**src/rtl/axis_wr_arb.sv**
```systemverilog
// Packet-granular round-robin arbiter merging N AXI-Stream requesters onto one write port.
// Latency: 0 cycles in bypass, 1 cycle with AXIS_WR_ARB_OUT_REG_EN (2-entry skid buffer).
// Backpressure: grant is held until tlast is accepted; s_tready follows m_tready (bypass) or buffer space (registered).
module axis_wr_arb #(
    parameter int N  = 4,
    parameter int DW = 8,
    localparam int IW = $clog2(N)
) (
    input  logic            clk,
    input  logic            rst,
    input  logic [N-1:0]    s_tvalid,
    output logic [N-1:0]    s_tready,
    input  logic [N*DW-1:0] s_tdata,
    input  logic [N-1:0]    s_tlast,
    output logic            m_tvalid,
    input  logic            m_tready,
    output logic [DW-1:0]   m_tdata,
    output logic            m_tlast,
    output logic [IW-1:0]   m_tid,
    output logic            busy_o
);

    typedef enum logic {IDLE, BUSY} state_t;

    state_t        state, state_nxt;
    logic [IW-1:0] ptr, ptr_nxt;
    logic [IW-1:0] g, g_nxt;
    logic [IW-1:0] hi_pick, lo_pick;
    logic          hi_vld, lo_vld;
    logic          sel_vld, sel_last;
    logic [DW-1:0] sel_data;
    logic          slot_rdy;
    logic          acc;

    // Lowest requester at or above ptr wins; otherwise wrap to the lowest overall.
    always_comb begin
        hi_pick = '0;
        hi_vld  = 1'b0;
        lo_pick = '0;
        lo_vld  = 1'b0;
        for (int i = N - 1; i >= 0; i--) begin
            if (s_tvalid[i] && (IW'(i) >= ptr)) begin
                hi_pick = IW'(i);
                hi_vld  = 1'b1;
            end
            if (s_tvalid[i]) begin
                lo_pick = IW'(i);
                lo_vld  = 1'b1;
            end
        end
    end

    always_comb begin
        sel_vld  = 1'b0;
        sel_last = 1'b0;
        sel_data = '0;
        s_tready = '0;
        for (int i = 0; i < N; i++) begin
            if (g == IW'(i)) begin
                sel_vld     = s_tvalid[i];
                sel_last    = s_tlast[i];
                sel_data    = s_tdata[i*DW +: DW];
                s_tready[i] = slot_rdy;
            end
        end
    end

    assign busy_o = (state == BUSY);
    assign acc    = slot_rdy && sel_vld;

    always_comb begin
        state_nxt = state;
        g_nxt     = g;
        ptr_nxt   = ptr;
        case (state)
            IDLE: begin
                if (hi_vld || lo_vld) begin
                    g_nxt     = hi_vld ? hi_pick : lo_pick;
                    state_nxt = BUSY;
                end
            end
            BUSY: begin
                if (acc && sel_last) begin
                    ptr_nxt   = (g == IW'(N - 1)) ? '0 : g + IW'(1);
                    state_nxt = IDLE;
                end
            end
            default: state_nxt = IDLE;
        endcase
    end

    always_ff @(posedge clk) begin
        if (rst) begin
            state <= IDLE;
            ptr   <= '0;
            g     <= '0;
        end else begin
            state <= state_nxt;
            ptr   <= ptr_nxt;
            g     <= g_nxt;
        end
    end

`ifdef AXIS_WR_ARB_OUT_REG_EN
    typedef struct packed {
        logic          last;
        logic [IW-1:0] id;
        logic [DW-1:0] data;
    } beat_t;

    beat_t      buf_q [2];
    logic       wr_idx, rd_idx;
    logic [1:0] cnt;
    logic       pop;

    // Ready depends only on registered occupancy, so m_tready never reaches s_tready.
    assign slot_rdy = busy_o && !cnt[1];
    assign pop      = m_tvalid && m_tready;

    always_ff @(posedge clk) begin
        if (rst) begin
            buf_q[0] <= '0;
            buf_q[1] <= '0;
            wr_idx   <= 1'b0;
            rd_idx   <= 1'b0;
            cnt      <= 2'd0;
        end else begin
            if (acc) begin
                buf_q[wr_idx] <= {sel_last, g, sel_data};
                wr_idx        <= ~wr_idx;
            end
            if (pop) begin
                rd_idx <= ~rd_idx;
            end
            cnt <= cnt + {1'b0, acc} - {1'b0, pop};
        end
    end

    assign m_tvalid = (cnt != 2'd0);
    assign m_tdata  = buf_q[rd_idx].data;
    assign m_tlast  = buf_q[rd_idx].last;
    assign m_tid    = buf_q[rd_idx].id;
`else
    assign slot_rdy = busy_o && m_tready;
    assign m_tvalid = busy_o && sel_vld;
    assign m_tdata  = busy_o ? sel_data : '0;
    assign m_tlast  = busy_o && sel_last;
    assign m_tid    = busy_o ? g : '0;
`endif

endmodule
```
**config.mk**
```make
export PLATFORM = sky130hd
export DESIGN_NAME = axis_wr_arb
export DESIGN_NICKNAME = d
export VERILOG_FILES = /design/src/rtl/axis_wr_arb.sv
export SDC_FILE = /design/constraint.sdc
export NUM_CORES = 1
export LEC_CHECK = 0
export ABC_AREA = 0
export CAP_MARGIN = 20
export CORE_ASPECT_RATIO = 0.8
export CORE_UTILIZATION = 40
export DETAILED_ROUTE_END_ITERATION = 8
export DONT_BUFFER_PORTS = 1
export GPL_ROUTABILITY_DRIVEN = 0
export PLACE_DENSITY = 0.58
export SLEW_MARGIN = 20
export SYNTH_ARGS = -nofsm -noshare
export SYNTH_HDL_FRONTEND = slang
export SYNTH_SLANG_ARGS = --single-unit
```
**constraint.sdc**
```tcl
create_clock -name clk -period 1.97 [get_ports clk]
set_clock_uncertainty 0.2 [all_clocks]
set_input_delay 0.197 -clock clk [delete_from_list [all_inputs] [get_ports clk]]
set_output_delay 0.197 -clock clk [all_outputs]
set_load 0.02 [all_outputs]
```
==> tab_implementation.tex <==
\begin{tabular}{lr}
\hline
Metric & Value \\
\hline
\multicolumn{2}{l}{\textbf{Finish}} \\
\quad Diode count & 0 \\
\quad Net total in the final layout & 164 \\
\quad Non-Filler Cell Area, Final & between 1000 and 1500 sq um \\
\quad Fraction of final layout cells sized beyond drive strength 1 & 46.6\% \\
\quad Area added between synthesis and finish & 48.7\% \\
\quad Non-filler cells in the finished layout & 138 \\
\multicolumn{2}{l}{\textbf{Min path}} \\
\quad Cell count of the worst hold path & 2 \\
\quad Worst-case hold path end point & busy\_o \\
\quad Min-delay worst type & input pin to register \\
\quad Hold Startpoint & s\_tvalid[2] \\
\multicolumn{2}{l}{\textbf{Setup path}} \\
\quad Arr. time, crit path & 1.62 ns \\
\quad Delay of the slowest cell on the worst path & 0.39 ns \\
\quad Startpoint types & register \\
\quad Crit Reg-Reg Endpoint & ptr[0] \\
\quad Cell chain of the critical path & inv\_4 > ha\_4 > buf\_6 > and3b\_1 > a21oi\_2 > o21ai\_1 > a22o\_2 \\
\quad Worst reg-to-reg path cell count & 7 \\
\quad Kind of end point of the critical path & primary output \\
\quad Kind of critical path & register to primary output \\
\quad Slowest stage cell on the critical path & dfxtp\_4 \\
\quad Reg-to-Reg Start & g[1] \\
\quad Setup slack of the worst register-to-register path & -0.03 ns \\
\quad Crit Path Max Fanout & 4 \\
\quad Req. time, crit path & 1.57 ns \\
\multicolumn{2}{l}{\textbf{Global routing}} \\
\quad Total routing resource utilization after global routing & 21.9\% \\
\quad Antenna violations before repair & 0 \\
\quad Number of global-route vias before repair & 653 \\
\quad Overflow left after global routing & 0 \\
\quad Maximum number of pins on one net before global-route repair & 18 \\
\quad First-pass GRT wire length & between 3 and 4 mm \\
\multicolumn{2}{l}{\textbf{STA}} \\
\quad Unrepaired setup endpoints after global routing & true \\
\quad Relative slew margins & about two thirds \\
\quad Final period utilization & 102\% \\
\quad Setup TNS after final layout & -0.147 ns \\
\quad Number of setup violations in the final report & 6 \\
\quad Transition time at the pin with the least slew margin & 0.491 ns \\
\quad Highest attainable clock frequency & 497 MHz \\
\quad Period minus WS final & 2.01 ns \\
\quad Final Hold Violating Endpoints & 0 \\
\quad Final worst slack & -0.0431 ns \\
\quad Pins over their slew limit & 0 \\
\multicolumn{2}{l}{\textbf{Outcome}} \\
\quad Violations in the final reports & negative setup slack \\
\quad Run status & finished, violations left \\
\multicolumn{2}{l}{\textbf{Job}} \\
\quad Max-Cap Viols & 0 \\
\multicolumn{2}{l}{\textbf{Route}} \\
\quad Total wire length after detailed routing & 2.38 mm \\
\quad Avg WL per Cell & 17.3 microns \\
\quad First-pass detailed-route iteration total & 4 \\
\quad Amount of wire on met2 after detailed routing & 1.12 mm \\
\quad Drc violations & 0 \\
\quad Highest routing layer actually used & met4 \\
\quad Antenna-violating nets left & 0 \\
\quad Metal-1 WL & 1.08 mm \\
\quad Vias & between 800 and 900 \\
\quad Average via count per standard cell & 6.11 \\
\quad Wire length on met3 & roughly 160 microns \\
\quad Detailed Route Iter0 Violations & 9 \\
\multicolumn{2}{l}{\textbf{CTS}} \\
\quad CTS clock-pin slew for the worst setup and hold paths & approximately 0.040 ns \\
\quad CTS tree & done \\
\quad TritonCTS Buffers & 3 \\
\quad Clock Latency Late Sink & 0.25 ns \\
\quad Clock Root Buffer & clkbuf\_4 \\
\quad Sink Count & 5 \\
\quad Deepest clock path buffer count & 2 \\
\quad Number of levels in the clock H-tree & 1 \\
\multicolumn{2}{l}{\textbf{Floorplanning}} \\
\quad Number of top-level pins & 60 \\
\quad Core area & 1660 sq um \\
\quad Cell row count & 13 \\
\quad Overall die area & between 1500 and 2000 sq um \\
\quad Initial core utilization & 43.2\% \\
\quad Die Span Y & 39.9 microns \\
\quad Horizontal die dimension & 49.3 microns \\
\multicolumn{2}{l}{\textbf{Placed design}} \\
\quad Placed Area & $\sim$800 sq um \\
\quad PortBufs & 0 \\
\quad DP Cell Count & 126 \\
\quad HPWL after detailed placement & 1.50 mm \\
\multicolumn{2}{l}{\textbf{Synth}} \\
\quad Leading area contributor after synthesis & dfxtp\_1 \\
\quad Mapped Avg Cell Area & 7.39 sq um \\
\quad Total nets after synthesis & between 100 and 150 \\
\quad Yosys top cell area share & 14.0\% \\
\quad Netlist cell types & 32 \\
\quad FF+latch count, synth & 5 \\
\quad Seq/Total Area, Yosys & approximately 14\% \\
\quad Synth async-reset ratio & 0\% \\
\quad Area of the mapped netlist & between 700 and 800 sq um \\
\quad Largest cells by area after synthesis & dfxtp\_1 14\%, a22o\_1 9.8\%, a22oi\_1 7.3\% \\
\quad Number of standard cells after synthesis & 97 \\
\quad Count of flip-flops with a built-in enable after synthesis & 0 \\
\quad Predominant post-synthesis flop cell & dfxtp\_1 \\
\quad Number of warning messages in the yosys log & 0 \\
\multicolumn{2}{l}{\textbf{Pwr}} \\
\quad Total power per unit cell area & between 500 and 600 nW/um\^{}2 \\
\quad Worst IR Drop VDD & 0.000460 V \\
\quad Cell leakage power & 0.434 nW \\
\quad Total power & 0.621 mW \\
\hline
\end{tabular}
-- synthesized netlist by cell type, drive strengths merged, types with 2 or more instances --
cell type  number
mux2i           2
o21ai           8
nand2b          4
inv             3
a22oi           7
nand3b          2
a211oi          4
clkbuf          2
buf             3
nor2            6
and3            4
and2            3
ha              4
nor2b           3
nand2          11
a21oi           6
a22o            8
dfxtp           5
nor3b           2
-- through the flow --
stage	util (%)	setup WS (ns)	hold WS, ns
after detailed placement	48.2	-0.160	0.0727
final	64.3	-0.0431	0.0240
after CTS	59.7	-0.0620	0.0127
after global routing	64.3	-0.110	0.0613
after global placement	48.2	-0.123	0.0690
after floorplan	-	0.0181	0.0661
-- worst max path at each step --
stage	start	to	slack [ns]	depth (start not counted)
after detailed placement	g[0]	ptr[0]	-0.16	6
after global placement	g[0]	ptr[0]	-0.12	6
after CTS	g[1]	m_tdata[6]	-0.06	7
after floorplan	g[0]	ptr[0]	0.02	7
final	g[0]	m_tdata[6]	-0.04	7
after global routing	g[1]	m_tdata[6]	-0.11	7
-- layout by cell type, fill, tap and decap left out, types with 2 or more instances in the layout --
| cell type | count |
|---|---|
| a211oi_2 | 3 |
| a21oi_1 | 5 |
| a22o_2 | 3 |
| a22o_4 | 5 |
| a22oi_1 | 2 |
| a22oi_2 | 5 |
| and2_4 | 3 |
| and3_1 | 4 |
| buf_4 | 13 |
| buf_6 | 4 |
| clkbuf_4 | 3 |
| dfxtp_1 | 3 |
| dfxtp_4 | 2 |
| dlygate4sd3_1 | 3 |
| ha_4 | 3 |
| inv_4 | 2 |
| mux2i_1 | 2 |
| nand2_1 | 11 |
| nand2b_1 | 4 |
| nand3b_1 | 2 |
| nor2_1 | 6 |
| nor2b_1 | 2 |
| nor3b_1 | 2 |
| o21ai_0 | 3 |
| o21ai_1 | 4 |
-- cells by family after synthesis --
logic type               after synthesis  share of synthesized area, %
adder cells (fa/ha/maj)                4                          6.98
AO/OA/AOI/OAI                         37                          37.2
multiplexers                           3                          4.89
AND/OR/NAND/NOR                       39                          29.8
flip-flops                             5                          14.0
buffers and inverters                  9                          7.15
-- power breakdown --
group          total (mW)  leakage, nW  switching [mW]  internal [mW]
clock network       0.121       0.0150          0.0441         0.0767
logic               0.378        0.377           0.201          0.178
registers           0.122       0.0424          0.0119          0.110
total               0.621        0.434           0.257          0.364
-- layer usage --
metal  up-vias  global-route usage, %
li1        408                      -
met1       397                   26.6
met2        33                   36.0
met3         5                   5.81
met4         0                   11.0
met5         -                      0
-- worst max-delay path, delay by kind of cell (launching register included) --
| kind | cells | cell delay, ns |
|---|---|---|
| flip-flops | 1 | 0.39 |
| AND/OR/NAND/NOR | 1 | 0.18 |
| adder cells (fa/ha/maj) | 1 | 0.16 |
| buffers and inverters | 2 | 0.18 |
| AO/OA/AOI/OAI | 3 | 0.46 |
-- cell type report --
| cell class | instances | area [sq um] |
|---|---|---|
| Inverter | 4 | 21.3 |
| Clock buffer | 4 | 26.3 |
| Tap cell | 22 | 27.5 |
| Multi-Input combinational cell | 83 | 711 |
| Timing Repair Buffer | 20 | 173 |
| Sequential cell | 5 | 108 |
| Fill cell | 129 | 593 |
-- flip-flops by register name, indices dropped and copies added, names as in the netlist --
name	count
busy_o	1
g	2
ptr	2
-- timing repair --
item	4_1_cts	5_1_grt
buffers inserted	3	2
hold buffers	3	0
gates cloned	0	0
pin swaps	7	12
gates resized for setup	34	15
hold endpoints to repair	5	0
setup endpoints to repair	13	13
Note: power is estimated with default switching activity, not from simulation.
